## config.mk

```make
export PLATFORM = sky130hd
export DESIGN_NAME = seq_mult32
export DESIGN_NICKNAME = d
export VERILOG_FILES = /design/src/rtl/seq_mult32_pkg.sv /design/src/rtl/seq_mult32_ripcarryadder.sv /design/src/rtl/seq_mult32.sv
export SDC_FILE = /design/constraint.sdc
export NUM_CORES = 1
export LEC_CHECK = 0
export ABC_CLOCK_PERIOD_IN_PS = 38000
export BUFFER_PORTS_ARGS = -buffer_cell sky130_fd_sc_hd__clkbuf_2
export CAP_MARGIN = 20
export CORE_MARGIN = 3
export CORE_UTILIZATION = 55
export DETAILED_ROUTE_END_ITERATION = 8
export PLACE_DENSITY = 0.76
export SLEW_MARGIN = 5
export SYNTH_ARGS = -nofsm -noshare
export SYNTH_HDL_FRONTEND = slang
export SYNTH_HIERARCHICAL = 1
export SYNTH_SLANG_ARGS = --single-unit
```

## constraint.sdc

```tcl
create_clock -name clk -period 38 [get_ports clk]
set_input_delay 3.8 -clock clk [delete_from_list [all_inputs] [get_ports clk]]
set_output_delay 3.8 -clock clk [all_outputs]
set_load 0.02 [all_outputs]
```

## src/rtl/seq_mult32_pkg.sv

```systemverilog
// Shared types and helpers for the iterative 32x32 multiplier.
package seq_mult32_pkg;

    typedef enum logic [2:0] {
        ST_IDLE,
        ST_LOAD,
        ST_CALC,
        ST_FIX,
        ST_DONE
    } state_t;

    localparam int MUL_ITER = 32;

    function automatic logic [31:0] neg32(input logic [31:0] x);
        return ~x + 32'd1;
    endfunction

    // 0x8000_0000 maps to itself and is then treated as unsigned 2^31.
    function automatic logic [31:0] abs32(input logic [31:0] x);
        return x[31] ? neg32(x) : x;
    endfunction

endpackage

```

## src/rtl/seq_mult32_ripcarryadder.sv

```systemverilog
// Plain ripple-carry adder: sum = a + b + cin, with carry out.
module ripcarryadder #(
    parameter int WIDTH = 32
) (
    input  logic [WIDTH-1:0] a,
    input  logic [WIDTH-1:0] b,
    input  logic             cin,
    output logic [WIDTH-1:0] sum,
    output logic             cout
);

    logic [WIDTH:0] carry;

    assign carry[0] = cin;

    for (genvar i = 0; i < WIDTH; i++) begin : g_bit
        assign sum[i]     = a[i] ^ b[i] ^ carry[i];
        assign carry[i+1] = (a[i] & b[i]) | (carry[i] & (a[i] ^ b[i]));
    end

    assign cout = carry[WIDTH];

endmodule

```

## src/rtl/seq_mult32.sv

```systemverilog
// Iterative shift-add 32x32->64 multiplier, signed or unsigned, one partial
// product per cycle; sign applied by a 64-bit negate in FIX.
module seq_mult32
    import seq_mult32_pkg::*;
#(
    parameter int WIDTH = 32,
    parameter int CNT_W = 6
) (
    input  logic               clk,
    input  logic               rst_n,
    input  logic               start,
    input  logic               is_signed,
    input  logic [WIDTH-1:0]   op_a,
    input  logic [WIDTH-1:0]   op_b,
    output logic               busy,
    output logic               done,
    output logic [2*WIDTH-1:0] product
);

    // Handshake: start is accepted on any rising edge where the FSM is in IDLE
    // or DONE; operands are captured on that edge. done is a one-cycle pulse,
    // never coincident with busy; product holds until the next FIX.
    state_t             state, state_nx;
    logic [WIDTH-1:0]   mcand, hi, lo;
    logic               neg;
    logic [CNT_W-1:0]   cnt;
    logic               accept;

    logic [WIDTH-1:0]   add0_a, add0_b, add0_sum;
    logic               add0_cin, add0_cout;
    logic [WIDTH-1:0]   add1_sum;
    logic               add1_cout;

    assign accept = start && (state == ST_IDLE || state == ST_DONE);
    assign busy   = (state == ST_LOAD) || (state == ST_CALC) || (state == ST_FIX);
    assign done   = (state == ST_DONE);

    always_comb begin
        state_nx = state;
        case (state)
            ST_IDLE: if (start) state_nx = ST_LOAD;
            ST_LOAD: state_nx = ST_CALC;
            ST_CALC: if (cnt == CNT_W'(MUL_ITER - 1)) state_nx = ST_FIX;
            ST_FIX:  state_nx = ST_DONE;
            ST_DONE: state_nx = start ? ST_LOAD : ST_IDLE;
            default: state_nx = ST_IDLE;
        endcase
    end

    // Adder 0 accumulates in CALC and negates the low word in FIX.
    always_comb begin
        add0_a   = hi;
        add0_b   = lo[0] ? mcand : '0;
        add0_cin = 1'b0;
        if (state == ST_FIX) begin
            add0_a   = ~lo;
            add0_b   = '0;
            add0_cin = 1'b1;
        end
    end

    ripcarryadder #(.WIDTH(WIDTH)) u_add_lo (
        .a    (add0_a),
        .b    (add0_b),
        .cin  (add0_cin),
        .sum  (add0_sum),
        .cout (add0_cout)
    );

    // High-word negate; its carry out is set only when {hi,lo} is zero.
    ripcarryadder #(.WIDTH(WIDTH)) u_add_hi (
        .a    (~hi),
        .b    ('0),
        .cin  (add0_cout),
        .sum  (add1_sum),
        .cout (add1_cout)
    );

    always_ff @(posedge clk or negedge rst_n) begin
        if (!rst_n) begin
            state   <= ST_IDLE;
            mcand   <= '0;
            hi      <= '0;
            lo      <= '0;
            neg     <= 1'b0;
            cnt     <= '0;
            product <= '0;
        end else begin
            state <= state_nx;
            if (accept) begin
                mcand <= is_signed ? abs32(op_a) : op_a;
                lo    <= is_signed ? abs32(op_b) : op_b;
                neg   <= is_signed && (op_a[WIDTH-1] ^ op_b[WIDTH-1]);
                hi    <= '0;
                cnt   <= '0;
            end else if (state == ST_CALC) begin
                hi  <= {add0_cout, add0_sum[WIDTH-1:1]};
                lo  <= {add0_sum[0], lo[WIDTH-1:1]};
                cnt <= cnt + 1'b1;
            end else if (state == ST_FIX) begin
                product <= (neg && !add1_cout) ? {add1_sum, add0_sum} : {hi, lo};
            end
        end
    end

endmodule
```

==> reports/results.md <==
| Quantity | Reported | Unit |
|:---|:---|:---|
| Outcome | finished clean | - |
| H-tree Lvls | 4 | - |
| Setup repair after global routing missed its margin | false | - |
| CTS tree | done | - |
| Final worst path period share | 0.743 | - |
| Cell accounting for the most synthesized area | sky130_fd_sc_hd__dfrtp_1 | - |
| Predominant post-synthesis flop cell | sky130_fd_sc_hd__dfrtp_1 | - |
| Via/cell ratio | 5.52 | - |
| Cell at the root of the clock tree | sky130_fd_sc_hd__clkbuf_16 | - |
| Syn Std Cell Area | 10700 | um2 |
| Die X-Extent | 146 | um |
| Hold Path Sink | product[52] | - |
| Per-instance average area after synthesis | 8.75 | um2 |
| Hold_buf cts | 0 | - |
| Total clock buffers created by CTS | 17 | - |
| First-pass GRT wire length | 43.5 | mm |
| Critical path's largest stage delay | 0.74 | ns |
| Final Setup Violations | 0 | - |
| Final worst clock skew | 0.00876 | ns |
| Power per cell area | 76.7 | nW/um2 |
| Total clock sinks | 170 | - |
| Crit path DAT | 28.52 | ns |
| Fill cells | 1631 | - |
| Utilization after layout | 0.642 | - |
| Cell count of the worst hold path | 2 | - |
| Total buffers and inverters traversed by the critical path | 9 | - |
| Cells after Synth | 1224 | - |
| Startpoint class of the critical path | flop | - |
| Gate family responsible for the most delay along the worst path | adder cells | - |
| Core box area | 18900 | um2 |
| Total number of vias | 8839 | - |
| Clk slew on worst S/H paths | 0.06 | ns |
| Setup bufs post-CTS | 0 | - |
| Worst vdd ir | 0.0353 | mV |
| Sum of net half-perimeters after detailed placement | 18.2 | mm |
| Achievable Freq | 0.0354 | GHz |
| Largest buffer count on any clock path | 2 | - |
| Vias in the first global route | 8500 | - |
| Critical-path maximum fanout | 69 | - |
| Total routing resource utilization after global routing | 0.250 | - |
| Clock latency reported for the late side of the worst-skew pair | 0.43 | ns |
| Most common cell in the netlist | sky130_fd_sc_hd__nand2_1 | - |
| Proportion of synthesized area in mux cells | 0.0338 | - |
| Max Cap Violations | 0 | - |
| Die extent in y | 146 | um |
| Headroom to the max-slew limit | 0.346 | - |
| Portion of the post-synthesis area used by sequential elements | 0.397 | - |
| Number of antenna-violating nets in the routed design | 0 | - |
| First-pass iteration count of the detailed router | 6 | - |
| Setup TNS after final layout | 0 | ns |
| Warnings from Yosys | 6 | - |
| FF-to-FF End | product[15] | - |
| Main combinational cell family by area after synthesis | simple AND/OR/NAND/NOR gates | - |
| Shortest clock period the worst path allows after layout | 28.24 | ns |
| Area share of the largest cell type after synthesis | 0.397 | - |
| Post-synth top cells | sky130_fd_sc_hd__nand2_1, sky130_fd_sc_hd__dfrtp_1, sky130_fd_sc_hd__o21ai_0 | - |
| Post-synthesis compound-gate area fraction | 0.143 | - |
| Critical path class | reg -> reg | - |
| Number of flops mapped to enable cells by yosys | 0 | - |
| Layout Area Growth over Synthesis | 13.4 | % |
| Port Buf Inserts | 133 | - |
| Area of the multi-input gates | 5980 | um2 |
| Post-synthesis cell type count | 52 | - |
| Routed wire length per instance | 16.2 | um |
| Post-cts sizing count | 0 | - |
| Worst Max-Slew Pin Slew | 0.980 | ns |
| Library cell appearing most often on the critical path | sky130_fd_sc_hd__fa_1 | - |
| Last weighted congestion value of the routability-driven placer | 0.882 | - |
| Required time worst endpoint | 38.28 | ns |
| # diodes | 0 | - |
| Number of top-level pins | 134 | - |
| Share of flip-flops with an asynchronous set or reset | 1.00 | - |
| Final #Nets | 1465 | - |
| Critical Path Sink Type | flop | - |
| Die area | 21200 | um2 |
| Adder and majority gate portion of the synthesized area | 0.123 | - |
| Remaining Overflow, GRT | 0 | - |
| # rows | 50 | - |
| Detailed-route DRC error count | 0 | - |
| FF-to-FF setup slack | 9.76 | ns |
| Maximum number of pins on one net before global-route repair | 106 | - |
| Min-delay worst type | reg -> reg | - |
| Initial Utilization | 0.567 | - |
| Static leakage | 5.60 | nW |
| Routed wire length | 25.9 | mm |
| Detailed Route Iter0 Violations | 878 | - |
| Simple logic cell fraction of the synthesized area | 0.198 | - |
| Cell types occupying the most area after synthesis | sky130_fd_sc_hd__dfrtp_1, sky130_fd_sc_hd__fa_1, sky130_fd_sc_hd__nand2_1 | - |
| Register area | 4250 | um2 |
| Reg2Reg Depth | 80 | - |
| Slew Viols, Final | 0 | - |
| Worst r2r src | state[1] | - |
| Endpoints failing hold | 0 | - |
| Synth Register Bits | 170 | - |
| Initial antenna violation count | 0 | - |
| Xor/xnor share of the synthesized area | 0.0466 | - |
| Hold Crit Start | product[52] | - |
| Final Hold Slack | 0.474 | ns |
| Slowest CP cell | sky130_fd_sc_hd__buf_4 | - |
| Share of post-route cells with drive strength above 1 | 0.140 | - |
-- worst max-delay path by stage --
stage,cells past startpoint,start,slack (ns),endpoint
final,80,state[1],9.76,product[15]
after global routing,81,state[2],8.76,product[34]
after CTS,81,state[1],9.90,product[34]
after detailed placement,80,state[1],9.98,product[15]
after global placement,80,state[1],10.37,product[19]
after floorplan,83,state[1],11.55,product[26]
-- worst min-delay path, cell delays in order (launching register included) --
cell and delay [ns]:
sky130_fd_sc_hd__dfrtp_1 0.34, sky130_fd_sc_hd__nand2_1 0.04, sky130_fd_sc_hd__o21ai_0 0.06
-- state kept, by name, indices dropped and copies added (netlist names) --
signal,flops
product,64
hi,32
lo,32
mcand,32
cnt,6
state,3
neg,1
-- cell type report --
cell class | count | area share
tap | 260 | 0.0268
multi-input combinational | 930 | 0.493
clock buffer | 22 | 0.0399
sequential | 170 | 0.350
timing repair buffer | 142 | 0.0609
clock inverter | 7 | 0.00763
inverter | 69 | 0.0213
-- through the flow --
step | worst slack, ns | cells | power, mW | area, um2
after floorplan | 11.55 | 1255 | 0.620 | 10800
after global placement | 10.37 | 1571 | 0.743 | 11600
after detailed placement | 9.98 | 1571 | 0.757 | 11600
after CTS | 9.90 | 1600 | 0.933 | 12100
after global routing | 8.76 | 1600 | 1.01 | 12100
final | 9.76 | 1600 | 0.931 | 12100
-- cells by family (layout without fill, tap and decap cells) --
group           after synthesis  count (layout)
flops                       170             170
simple gates                457             457
buf+inv                     155             240
other cells                   1              32
fa+ha+maj                    67              67
compound gates              281             281
mux                          36              36
xor+xnor                     57              57
-- cells in the final DEF (no fill, tap or decap), types with 3 or more instances in the layout --
cell,netlist,final
sky130_fd_sc_hd__nor4_4,3,3
sky130_fd_sc_hd__buf_4,1,9
sky130_fd_sc_hd__a31oi_1,30,30
sky130_fd_sc_hd__nor4_1,6,6
sky130_fd_sc_hd__o41ai_1,4,4
sky130_fd_sc_hd__and2_1,4,4
sky130_fd_sc_hd__a41oi_1,5,5
sky130_fd_sc_hd__or3_1,4,4
sky130_fd_sc_hd__clkbuf_8,0,4
sky130_fd_sc_hd__a21o_1,3,3
sky130_fd_sc_hd__clkinvlp_4,0,3
sky130_fd_sc_hd__and3_1,54,54
sky130_fd_sc_hd__mux2i_1,35,35
sky130_fd_sc_hd__or4_4,3,3
sky130_fd_sc_hd__inv_1,69,69
sky130_fd_sc_hd__nor3b_1,3,3
sky130_fd_sc_hd__clkbuf_16,0,17
sky130_fd_sc_hd__o21ai_1,10,10
sky130_fd_sc_hd__nor2_1,73,73
sky130_fd_sc_hd__ha_1,3,3
sky130_fd_sc_hd__nand3_1,10,10
sky130_fd_sc_hd__clkbuf_2,0,132
sky130_fd_sc_hd__o31a_1,4,4
sky130_fd_sc_hd__xor2_1,21,21
sky130_fd_sc_hd__dfrtp_1,170,170
sky130_fd_sc_hd__o21ai_0,120,120
sky130_fd_sc_hd__conb_1,1,32
sky130_fd_sc_hd__nor3_1,8,8
sky130_fd_sc_hd__or4_1,5,5
sky130_fd_sc_hd__fa_1,64,64
sky130_fd_sc_hd__a21oi_1,95,95
sky130_fd_sc_hd__xnor2_1,36,36
sky130_fd_sc_hd__o31ai_1,4,4
sky130_fd_sc_hd__nand4_1,8,8
sky130_fd_sc_hd__nand2_1,261,259
-- layer usage --
layer,vias up,global-route usage,part of all wire
li1,4282,-,-
met1,4203,0.393,0.48
met2,326,0.362,0.43
met3,28,0.0517,0.077
met4,0,0.0537,0.011
met5,-,0,0
-- power breakdown --
group          internal (mW)  total [mW]  leakage, nW  switching [mW]
Clock                  0.102       0.172        0.276          0.0701
Sequential             0.261       0.336         2.14          0.0748
Combinational          0.161       0.423         3.19           0.262
(Power assumes the default switching activity.)
